`config.mk`:
```
export PLATFORM = sky130hd
export DESIGN_NAME = knn_list_ctrl
export DESIGN_NICKNAME = d
export VERILOG_FILES = /design/src/rtl/knn_list_ctrl.sv
export SDC_FILE = /design/constraint.sdc
export NUM_CORES = 1
export LEC_CHECK = 0
export ABC_AREA = 1
export BUFFER_PORTS_ARGS = -buffer_cell sky130_fd_sc_hd__clkbuf_2
export CORE_ASPECT_RATIO = 0.5
export CORE_MARGIN = 2
export CORE_UTILIZATION = 49
export DETAILED_ROUTE_END_ITERATION = 16
export HOLD_SLACK_MARGIN = 0.05
export PLACE_DENSITY = 0.83
export SLEW_MARGIN = 20
export SYNTH_ARGS = -nofsm -noshare
export SYNTH_HDL_FRONTEND = slang
export SYNTH_SLANG_ARGS = --single-unit
```
`constraint.sdc`:
```
create_clock -name clk -period 2 [get_ports clk]
set_input_delay 0.2 -clock clk [delete_from_list [all_inputs] [get_ports clk]]
set_output_delay 0.2 -clock clk [all_outputs]
set_load 0.01 [all_outputs]
```
`src/rtl/knn_list_ctrl.sv`:
```
// Query sequencer for a K-entry KNN insertion list: clears the list, streams
// N candidates into it, then reads the K nearest entries out over valid/ready.
module knn_list_ctrl #(
  parameter int DATA_W = 32,
  parameter int LABEL  = 8,
  parameter int K      = 4,
  parameter int K_W    = 2,
  parameter int CNT_W  = 16
) (
  input  logic                    clk,
  input  logic                    rst,
  input  logic                    start,
  input  logic [CNT_W-1:0]        n_points,
  input  logic [DATA_W-1:0]       cand_dist,
  input  logic [LABEL-1:0]        cand_label,
  input  logic                    cand_valid,
  output logic                    cand_ready,
  output logic                    list_clr,
  output logic                    list_valid,
  output logic [DATA_W-1:0]       list_dist,
  output logic [LABEL-1:0]        list_label,
  output logic [K_W-1:0]          list_rd_idx,
  input  logic [DATA_W+LABEL-1:0] list_rd_data,
  output logic [DATA_W-1:0]       nb_dist,
  output logic [LABEL-1:0]        nb_label,
  output logic                    nb_valid,
  input  logic                    nb_ready,
  output logic                    busy,
  output logic                    done,
  output logic [2:0]              dbg_state
);

  // Handshakes: a transfer happens on a rising edge where valid && ready;
  // a producer holds valid and data stable until that edge.

  typedef enum logic [2:0] {
    S_IDLE   = 3'd0,
    S_CLEAR  = 3'd1,
    S_FILL   = 3'd2,
    S_SETTLE = 3'd3,
    S_READ   = 3'd4,
    S_DONE   = 3'd5
  } state_t;

  state_t           state, state_nxt;
  logic [CNT_W-1:0] cnt, cnt_lim;
  logic [K_W-1:0]   idx;
  logic             accept, last_cand, last_nb, nb_take;

  assign accept      = (state == S_FILL) && cand_valid;
  assign last_cand   = (cnt + CNT_W'(1)) == cnt_lim;
  assign last_nb     = idx == K_W'(K - 1);
  assign nb_take     = nb_valid && nb_ready;
  assign list_rd_idx = idx;
  assign dbg_state   = state;

  always_ff @(posedge clk or negedge rst) begin
    if (!rst) state <= S_IDLE;
    else      state <= state_nxt;
  end

  always_comb begin
    state_nxt  = state;
    cand_ready = 1'b0;
    list_clr   = 1'b0;
    done       = 1'b0;
    busy       = (state != S_IDLE);
    case (state)
      S_IDLE:   if (start) state_nxt = S_CLEAR;
      S_CLEAR: begin
        list_clr  = 1'b1;
        state_nxt = (cnt_lim != '0) ? S_FILL : S_READ;
      end
      S_FILL: begin
        cand_ready = 1'b1;
        if (accept && last_cand) state_nxt = S_SETTLE;
      end
      S_SETTLE: state_nxt = S_READ;
      S_READ:   if (nb_take && last_nb) state_nxt = S_DONE;
      S_DONE: begin
        done      = 1'b1;
        state_nxt = S_IDLE;
      end
      default:  state_nxt = S_IDLE;
    endcase
  end

  always_ff @(posedge clk or negedge rst) begin
    if (!rst) begin
      cnt        <= '0;
      cnt_lim    <= '0;
      idx        <= '0;
      list_valid <= 1'b0;
      list_dist  <= '0;
      list_label <= '0;
      nb_dist    <= '0;
      nb_label   <= '0;
      nb_valid   <= 1'b0;
    end else begin
      list_valid <= accept;
      if (accept) begin
        list_dist  <= cand_dist;
        list_label <= cand_label;
        cnt        <= cnt + CNT_W'(1);
      end
      if (state == S_IDLE && start) begin
        cnt_lim <= n_points;
        cnt     <= '0;
      end
      if (state == S_CLEAR || state == S_SETTLE) idx <= '0;
      // Each entry: one cycle with nb_valid low while the new entry loads.
      if (state == S_READ) begin
        if (!nb_valid) begin
          nb_dist  <= list_rd_data[DATA_W+LABEL-1:LABEL];
          nb_label <= list_rd_data[LABEL-1:0];
          nb_valid <= 1'b1;
        end else if (nb_ready) begin
          nb_valid <= 1'b0;
          idx      <= idx + K_W'(1);
        end
      end
    end
  end

endmodule

```
==> results of run 1 <==
[layout by cell type, fill, tap and decap left out, drive strengths merged]
master       netlist  layout
nand2            210     210
diode              0       1
nand3             36      36
nand4             11      11
dfrtp            119     119
nor2              44      44
mux2              41      41
a21oi             18      18
dlygate4sd3        0      90
inv               46      47
buf               10      12
o21ai             13      13
o22ai              9       9
clkbuf             8     208
nor4               1       1
and2               1       1
bufinv             0       2
ha                 2       2
clkinv             0       6
o31ai              1       1
clkinvlp           0       4
o221ai             1       1
nor3               2       2
or2                1       1
[registers in the layout (all words and copies together) (netlist names)]
register / cells
list_dist: 32
nb_dist: 32
cnt: 16
cnt_lim: 16
list_label: 8
nb_label: 8
dbg_state: 3
list_rd_idx: 2
list_valid: 1
nb_valid: 1
[synthesized netlist by cell type, drive strengths merged]
master and count:
a21oi 18, and2 1, buf 10, clkbuf 8, dfrtp 119, ha 2, inv 46, mux2 41
nand2 210, nand3 36, nand4 11, nor2 44, nor3 2, nor4 1, o21ai 13, o221ai 1
o22ai 9, o31ai 1, or2 1
[timing repair]
item	in CTS	in global routing
gates resized for setup	0	9
setup endpoints to repair	0	1
hold buffers	88	2
endpoints found under the hold margin	116	2
setup buffers	0	2
[metal layers]
| metal | routed length (um) | track usage, % |
|---|---|---|
| met4 | 911 | 16.4 |
| met1 | 6320 | 34.0 |
| met2 | 8790 | 54.5 |
| met3 | 1090 | 7.08 |
| met5 | 0 | 0 |
[layout make-up]
type / count / area (um^2) / area share [%]
sequential: 119 / 2980 / 37.9
multi-input combinational: 391 / 2010 / 25.5
timing repair buffer: 292 / 1970 / 25.0
clock buffer: 18 / 429 / 5.45
tap: 140 / 175 / 2.23
inverter: 46 / 173 / 2.19
clock inverter: 13 / 133 / 1.69
antenna: 1 / 2.50 / 0.0318
[logic make-up (layout without fill, tap and decap cells)]
logic type	count (synthesis)	after routing
adders and majority gates	2	2
buffers and inverters	64	369
AOI/OAI and AO/OA	42	42
and+or+nand+nor	306	306
muxes	41	41
other	0	1
DFF	119	119
[worst max-delay path, cell delays in order, from the launching register on]
cell and delay, ns:
dfrtp_2 0.45, nor2_1 0.28, nand3_2 0.38, buf_12 0.31, mux2_2 0.30
[stage by stage]
| step | total power, mW | cell area, um^2 | setup slack (ns) | cells |
|---|---|---|---|---|
| floorplan | 6.03 | 5200 | 0.391 | 574 |
| global placement | 7.50 | 6360 | 0.292 | 896 |
| detailed placement | 7.64 | 6360 | 0.159 | 896 |
| CTS | 10.7 | 7800 | 0.178 | 1015 |
| global route | 11.6 | 7870 | 0.00402 | 1020 |
| finish | 11.1 | 7870 | 0.138 | 1020 |
[worst max-delay path by stage]
stage                              from                       end  depth (start not counted)
3_5_place_dp         cnt[1]$_DFFE_PN0P_  dbg_state[0]$_DFFE_PN0P_                         11
4_1_cts              cnt[1]$_DFFE_PN0P_  dbg_state[0]$_DFFE_PN0P_                         11
2_1_floorplan        cnt[0]$_DFFE_PN0P_  dbg_state[0]$_DFFE_PN0P_                         10
6_report       dbg_state[1]$_DFFE_PN0P_   nb_dist[20]$_DFFE_PN0P_                          4
3_3_place_gp         cnt[0]$_DFFE_PN0P_  dbg_state[0]$_DFFE_PN0P_                         10
5_1_grt              cnt[1]$_DFFE_PN0P_  dbg_state[0]$_DFFE_PN0P_                         13
[power groups by stage]
stage / logic [mW] / registers [mW] / clock network [mW]
CTS: 3.79 / 4.01 / 2.93
floorplan: 1.65 / 4.37 / 0
detailed placement: 3.62 / 4.02 / 0
finish: 4.00 / 4.12 / 2.94
global route: 4.32 / 4.21 / 3.09
global placement: 3.51 / 3.99 / 0
==> impl_metrics.py, run 1 <==
metrics = {
    "clock_tree": {
        "cts_tree": "built",
        "cts_sinks": 119,
        "numCtsBuffers": 17,
        "insertion_delay_ns": 0.41,
        "h-tree-depth": 4,
        "clk_path_buf_depth": 2,
        "cts-root-buf": "clkbuf_16",
        "path_clk_slew_ns": 0.06,
    },
    "critical_path": {
        "reg2reg_depth": 4,
        "worstSetupPathType": "reg -> reg",
        "cp-end-kind": "flip-flop",
        "r2r-start": "dbg_state[1]$_DFFE_PN0P_",
        "cp.arrival_ns": 2.15,
        "critPathRequiredTime_ns": 2.29,
        "r2r_slack_ns": 0.14,
        "worst-path-max-fanout": 28,
        "start_kind": "flip-flop",
        "r2r-end": "nb_dist[20]$_DFFE_PN0P_",
    },
    "floorplanning": {
        "rows": 26,
        "core_area_um2": 10300,
        "die_y_um": 76.9,
        "dieWidth_um": 150,
        "start_util_pct": 50.6,
        "dieArea_um2": 11500,
        "ios": 192,
    },
    "timing": {
        "drv_slew": 0,
        "fin_crit_sh_pct": 93.1,
        "maxSlewHeadroom_pct": 64.1,
        "setup_violations": 0,
        "rsz0062_at_grt": "no",
        "holdWs_ns": 0.0502,
        "worst_pin_slew_ns": 0.538,
        "skew_ns": 0.00961,
        "finalHoldViolCount": 0,
        "tns_ns": 0,
        "period_minus_slack_ns": 1.86,
        "fmax_mhz": 537,
    },
    "logic_synthesis": {
        "synth_fp_nets": 677,
        "ys_ff_latch": 119,
        "yosys.area_share.xor_xnor_pct": 0,
        "synth_top_area_cell": "dfrtp_1",
        "seq_area_frac_synth_pct": 57.2,
        "yosys.cell_types.count": 26,
        "synth_cells": 574,
        "netlist_area_um2": 5200,
        "synth_area_leaders": "dfrtp_1, nand2_1, mux2_2",
        "synthMuxAreaShare_pct": 8.87,
        "synth_warnings": 0,
        "synth_compound_area_share_pct": 4.38,
        "synthSimpleGateAreaFrac_pct": 24.2,
        "synthAdderAreaFrac_pct": 0.481,
        "synth_top_area_share_pct": 57.2,
        "synth_top_family_by_area": "simple AND/OR/NAND/NOR gates",
        "avgSynthCellArea_um2": 9.06,
    },
    "global_route": {
        "antenna_found_initial": 1,
        "grt.total_usage_pct": 30.5,
        "grt_max_degree": 64,
        "first_global_vias": 5492,
        "grt-ovfl-total": 0,
        "grt_first_pass_wirelength_um": 27100,
    },
    "drt": {
        "wire_per_inst_um": 16.8,
        "wl_um": 17100,
        "drc": 0,
        "initialDrtViolationCount": 391,
        "drt-vias-per-instance": 5.24,
        "num_vias": 5343,
        "drt_pre_antenna_iters": 8,
        "postRouteAntennaNets": 0,
    },
    "finish": {
        "fillers": 635,
        "drive_gt1_share_pct": 33.1,
        "utilization_pct": 76.5,
        "area_growth_pct": 51.2,
        "final_nets": 970,
    },
    "worst_hold_path": {
        "min_path_type": "in -> reg",
        "holdPathEnd": "cnt_lim[8]$_DFFE_PN0P_",
        "hp-start": "n_points[8]",
        "whs_path_depth": 3,
    },
    "pwr": {
        "p_sw_mw": 4.15,
        "p_int_mw": 6.91,
        "seqPwrFrac_pct": 37.2,
        "pwr-share-comb_pct": 36.1,
        "p_sw_share_pct": 37.5,
        "clkPwrFrac_pct": 26.6,
        "vdd_ir_drop_max_uv": 710,
        "cellPowerDensity_nw_per_um2": 1410,
        "power_leakage_nw": 4.06,
    },
    "placement": {
        "dp.final_hpwl_um": 9640,
        "routabilityCongestion": 0.925,
        "io_buffers": 191,
    },
    "flow_run": {
        "cap_violations": 0,
    },
    "outcome": {
        "status": "finished clean",
    },
}
Note: power is estimated with default switching activity, not from simulation.
==> run 2, diff against run 1 <==
==> constraint.sdc (replaced) <==
create_clock -name clk -period 2 [get_ports clk]
set_input_delay 0.4 -clock clk [delete_from_list [all_inputs] [get_ports clk]]
set_output_delay 0.4 -clock clk [all_outputs]
set_load 0.01 [all_outputs]
==> run 2 against run 1 <==
Register-to-register slack got worse by 0.05 ns; global-route usage fell by 3.9 points; clock skew rose by 0.0027 ns; worst hold slack got worse by 0.033 ns; sequential share of layout area rose by 4.8 points; critical path depth rose by 9; combinational power fell by 7.0%; count of clock-buffer cells in the layout rose by 1; first-iteration DRC count fell by 10%; sequential power fell by 2%; flip-flop and latch count did not move.
==> impl_metrics.py, run 2 (synthesis results as in run 1) <==
metrics = {
    "critical_path": {
        "critPathRequiredTime_ns": 2.33,
        "r2r-start": "cnt[1]$_DFFE_PN0P_",
        "worst-path-max-fanout": 4,
        "reg2reg_depth": 13,
        "start_kind": "flip-flop",
        "cp-end-kind": "flip-flop",
        "cp.arrival_ns": 2.24,
        "r2r-end": "dbg_state[0]$_DFFE_PN0P_",
        "r2r_slack_ns": 0.09,
        "worstSetupPathType": "reg -> reg",
    },
    "finish": {
        "final_common_cell": "nand2_1",
        "antenna_cells": 0,
        "drive_gt1_share_pct": 36.0,
        "top_regs": "list_dist: 32 flops, nb_dist: 32 flops",
        "area_growth_pct": 34.2,
        "fillers": 797,
        "final_nets": 877,
        "multi_input_area_um2": 1990,
        "seqCellArea_um2": 2980,
        "final_cell_mix": "nand2_1, clkbuf_2, dfrtp_1, inv_1, mux2_2",
    },
    "drt": {
        "num_vias": 4814,
        "wl_um": 14600,
        "drc": 0,
        "wire_per_inst_um": 15.7,
        "initialDrtViolationCount": 350,
        "drt_pre_antenna_iters": 5,
        "drt-vias-per-instance": 5.19,
        "postRouteAntennaNets": 0,
    },
    "timing": {
        "tns_ns": 0,
        "drv_slew": 0,
        "worst_pin_slew_ns": 0.691,
        "fmax_mhz": 523,
        "rsz0062_at_grt": "no",
        "fin_crit_sh_pct": 95.7,
        "skew_ns": 0.0123,
        "finalHoldViolCount": 0,
        "period_minus_slack_ns": 1.91,
        "maxSlewHeadroom_pct": 53.9,
        "setup_violations": 0,
        "holdWs_ns": 0.0170,
    },
    "floorplanning": {
        "start_util_pct": 50.6,
        "ios": 192,
        "dieWidth_um": 150,
        "die_y_um": 76.9,
        "core_area_um2": 10300,
        "rows": 26,
        "dieArea_um2": 11500,
    },
    "pwr": {
        "vdd_ir_drop_max_uv": 726,
        "cellPowerDensity_nw_per_um2": 1580,
        "p_total_mw": 11.0,
        "power_leakage_nw": 3.71,
    },
    "global_route": {
        "grt.total_usage_pct": 26.6,
        "grt_first_pass_wirelength_um": 23700,
        "antenna_found_initial": 0,
        "grt_max_degree": 120,
        "first_global_vias": 4982,
        "grt-ovfl-total": 0,
    },
    "flow_run": {
        "cap_violations": 0,
    },
    "clock_tree": {
        "clk_path_buf_depth": 2,
        "cts_setup_buffers": 0,
        "cts_sinks": 119,
        "h-tree-depth": 4,
        "postCtsHoldBufs": 0,
        "cts_tree": "built",
        "numCtsBuffers": 17,
        "cts-root-buf": "clkbuf_16",
        "insertion_delay_ns": 0.42,
        "path_clk_slew_ns": 0.06,
    },
    "worst_hold_path": {
        "min_path_type": "in -> async",
    },
    "placement": {
        "dp.final_hpwl_um": 9980,
        "routabilityCongestion": 0.916,
        "io_buffers": 191,
    },
    "outcome": {
        "status": "finished clean",
    },
}
-- run 2: cell types whose count changed in the layout (fill, tap and decap cells not counted), moves of 2 or more --
cell / delta
buf_4: -3
bufinv_16: +2
clkinv_2: -4
clkinv_4: +2
clkinvlp_4: -3
dlygate4sd3_1: -90
inv_6: +3
nor2_1: +2
nor2_4: -2
-- run 2: metrics by stage --
stage               utilization (%)  area [um^2]  cells  setup slack (ns)
floorplan                         -         5200    574             0.391
global placement               61.8         6350    895             0.289
detailed placement             61.8         6350    895             0.178
CTS                            67.9         6980    927             0.140
global route                   67.9         6980    927           0.00406
finish                         67.9         6980    927            0.0862
-- run 2: worst max path at each step --
stage	startpoint	end	slack, ns	cells past startpoint
final	cnt[1]$_DFFE_PN0P_	dbg_state[0]$_DFFE_PN0P_	0.09	13
after CTS	cnt[1]$_DFFE_PN0P_	dbg_state[0]$_DFFE_PN0P_	0.14	10
after floorplan	cnt[0]$_DFFE_PN0P_	dbg_state[0]$_DFFE_PN0P_	0.39	10
after detailed placement	cnt[1]$_DFFE_PN0P_	dbg_state[0]$_DFFE_PN0P_	0.18	10
after global placement	cnt[0]$_DFFE_PN0P_	dbg_state[0]$_DFFE_PN0P_	0.29	10
after global routing	cnt[1]$_DFFE_PN0P_	dbg_state[0]$_DFFE_PN0P_	0.004	11
-- run 2: timing repair --
action,in CTS,in global routing
endpoints found under the setup margin,0,1
hold endpoints to repair,0,0
resized for setup,0,1
-- run 2: power breakdown --
group	internal, mW	switching, mW	leakage (nW)
combinational	1.51	2.21	1.95
sequential	3.44	0.601	1.45
clock	2.10	1.15	0.303
total	7.05	3.96	3.71
-- run 2: area by class of cell --
class,instances,area share (%)
clock buffer,19,6.20
clock inverter,13,2.78
inverter,46,2.47
multi-input combinational,391,28.4
sequential,119,42.7
tap,140,2.51
timing repair buffer,199,14.9
-- run 2: metal layers --
layer | global-route usage [%] | up-vias | part of all wire, %
li1 | - | 2251 | -
met1 | 29.9 | 2287 | 37
met2 | 46.7 | 206 | 52
met3 | 6.01 | 70 | 5.7
met4 | 15.7 | 0 | 5.0
met5 | 0 | - | 0
-- run 2: worst max-delay path, stage by stage, from the launching register on --
cell	delay, ns
dfrtp_1	0.42
ha_2	0.37
inv_1	0.05
nand2_1	0.06
nand2_1	0.05
nor2_1	0.09
nand2_1	0.07
nor2_1	0.11
nand2_1	0.08
nor2_1	0.16
nand2_1	0.08
nor2_1	0.09
nand3_1	0.07
a21oi_1	0.12
==> run 3, diff against run 2 <==
--- a/config.mk
+++ b/config.mk
@@ -6,13 +6,13 @@
 export NUM_CORES = 1
 export LEC_CHECK = 0
 export ABC_AREA = 1
-export BUFFER_PORTS_ARGS = -buffer_cell sky130_fd_sc_hd__clkbuf_2
 export CORE_ASPECT_RATIO = 0.5
 export CORE_MARGIN = 2
-export CORE_UTILIZATION = 49
+export CORE_UTILIZATION = 50
 export DETAILED_ROUTE_END_ITERATION = 16
+export DONT_BUFFER_PORTS = 1
 export HOLD_SLACK_MARGIN = 0.05
-export PLACE_DENSITY = 0.83
+export PLACE_DENSITY = 0.69
 export SLEW_MARGIN = 20
 export SYNTH_ARGS = -nofsm -noshare
 export SYNTH_HDL_FRONTEND = slang
==> run 3 against run 2 <==
The run now ends with hold timing left; global-route usage down 4.9 points; final area down 15%; clock skew about the same; clock power is 8.0% lower; die area is 1.9% lower; routed wire length down 19%; largest power group unchanged; via count fell by 19%.
==> impl_metrics.py, run 3 (synthesis results as in run 1) <==
metrics = {
    "placement": {
        "place_ws_ns": 0.187,
        "routabilityCongestion": 0.872,
        "dp.final_hpwl_um": 8270,
        "placed_area_um2": 5380,
        "io_buffers": 0,
    },
    "critical_path": {
        "cpLargestDelayFamily": "simple AND/OR/NAND/NOR gates",
        "slowest_stage": "dfrtp_1",
        "worst-path-max-fanout": 4,
        "critPathMaxStageDelay_ns": 0.39,
        "critPathRequiredTime_ns": 2.32,
        "cp-end-kind": "flip-flop",
        "cp.arrival_ns": 2.20,
        "worstPathCellList": "ha_1, nand2_1, nor2_2, nand3_2, o21ai_1, nand2_1, nand2_1, nand2_1, nor2_1, nand3_1, a21oi_1",
        "crit_buf_inv": 0,
        "worstSetupPathType": "reg -> reg",
        "start_kind": "flip-flop",
        "cpMostUsedCell": "nand2_1",
    },
    "global_route": {
        "grt_first_pass_wirelength_um": 19200,
        "grt-ovfl-total": 0,
        "grt_max_degree": 120,
        "grt.total_usage_pct": 21.7,
        "antenna_found_initial": 0,
        "first_global_vias": 4005,
    },
    "floorplanning": {
        "ios": 192,
        "die_y_um": 76.1,
        "dieArea_um2": 11300,
        "core_area_um2": 10100,
        "rows": 26,
        "dieWidth_um": 148,
        "start_util_pct": 51.3,
    },
    "timing": {
        "drv_slew": 0,
        "worst_pin_slew_ns": 0.520,
        "tns_ns": 0,
        "fmax_mhz": 533,
        "maxSlewHeadroom_pct": 65.1,
        "period_minus_slack_ns": 1.88,
        "skew_ns": 0.0122,
        "fin_crit_sh_pct": 93.8,
        "holdWs_ns": -0.322,
        "setup_violations": 0,
        "worst_slack_ns": 0.124,
        "finalHoldViolCount": 119,
        "rsz0062_at_grt": "no",
    },
    "drt": {
        "wire_per_inst_um": 16.0,
        "drc": 0,
        "drt_pre_antenna_iters": 5,
        "wl_um": 11800,
        "num_vias": 3882,
        "postRouteAntennaNets": 0,
        "drt-vias-per-instance": 5.27,
        "initialDrtViolationCount": 217,
    },
    "finish": {
        "area_growth_pct": 14.7,
        "multi_input_area_um2": 1990,
        "antenna_cells": 0,
        "seqCellArea_um2": 2980,
        "final_common_cell": "nand2_1",
        "utilization_pct": 58.8,
        "final_nets": 687,
        "drive_gt1_share_pct": 15.7,
        "stdcell_area_um2": 5970,
        "final_cell_mix": "nand2_1, dfrtp_1, inv_1, mux2_2, nor2_1",
        "fillers": 900,
        "top_regs": "list_dist: 32 flops, nb_dist: 32 flops",
    },
    "clock_tree": {
        "cts_setup_buffers": 0,
        "path_clk_slew_ns": 0.06,
        "clk_path_buf_depth": 2,
        "numCtsBuffers": 17,
        "h-tree-depth": 4,
        "cts_sinks": 119,
        "insertion_delay_ns": 0.41,
        "cts-root-buf": "clkbuf_16",
        "cts_tree": "built",
    },
    "pwr": {
        "power_leakage_nw": 2.88,
        "cellPowerDensity_nw_per_um2": 1620,
        "p_total_mw": 9.69,
        "vdd_ir_drop_max_uv": 773,
    },
    "outcome": {
        "failed_checks": "hold timing",
        "status": "finished, violations left",
    },
    "worst_hold_path": {
        "min_path_type": "in -> async",
    },
    "flow_run": {
        "cap_violations": 0,
    },
}
run 3: changes by cell type in the layout (fill, tap and decap cells not counted), moves of 2 or more:
| cell | previous run | this run |
|---|---|---|
| buf_12 | 2 | 0 |
| buf_4 | 7 | 9 |
| bufinv_16 | 4 | 2 |
| clkbuf_2 | 190 | 0 |
run 3: worst paths after layout:
path                                                  end  cells past startpoint                      from  slack (ns)
worst max-delay path             dbg_state[0]$_DFFE_PN0P_                     11        cnt[1]$_DFFE_PN0P_        0.12
worst min-delay path            list_dist[19]$_DFFE_PN0P_                      0                       rst       -0.32
worst max register to register   dbg_state[0]$_DFFE_PN0P_                     11        cnt[1]$_DFFE_PN0P_        0.12
worst min register to register   list_dist[8]$_DFFE_PN0P_                      2  list_dist[8]$_DFFE_PN0P_        0.54
max in group asynchronous             cnt[12]$_DFFE_PN0P_                      0                       rst        2.16
min in group clk                list_dist[19]$_DFFE_PN0P_                      2             cand_dist[19]        0.10
run 3: power by group:
| group | internal (mW) | switching (mW) |
|---|---|---|
| logic | 0.888 | 1.25 |
| registers | 3.44 | 1.12 |
| clock network | 1.88 | 1.11 |
run 3: worst reg2reg max path: cells and delay by family, from the launching register on:
kind / cells / cell delay [ns]
compound gates: 2 / 0.33
fa+ha+maj: 1 / 0.23
flops: 1 / 0.39
simple gates: 8 / 0.85
run 3: metrics by stage:
step | cells | hold slack (ns)
finish | 737 | -0.322
global placement | 705 | 0.106
global route | 737 | -0.338
detailed placement | 705 | 0.106
floorplan | 574 | 0.104
CTS | 737 | -0.339
run 3: per-layer routing:
layer | up-vias | track usage (%) | part of all wire [%] | routed length (um)
met4 | 0 | 10.6 | 2.3 | 269
met1 | 1838 | 25.5 | 41 | 4800
met2 | 142 | 36.9 | 50 | 5960
met5 | - | 0 | 0 | 0
met3 | 30 | 6.47 | 6.6 | 774
li1 | 1872 | - | - | -
run 3: layout make-up:
class                   count  area share (%)
clock inverters            13            2.45
inverters                  46            2.89
clock buffers              19            7.42
flip-flops and latches    119            49.9
multi-input cells         391            33.3
well taps                 140            2.94
repair buffers              9            1.13
run 3: timing repair:
item                                    CTS  global route
resized for setup                         0             1
endpoints found under the setup margin    0             1
hold endpoints to repair                119           119
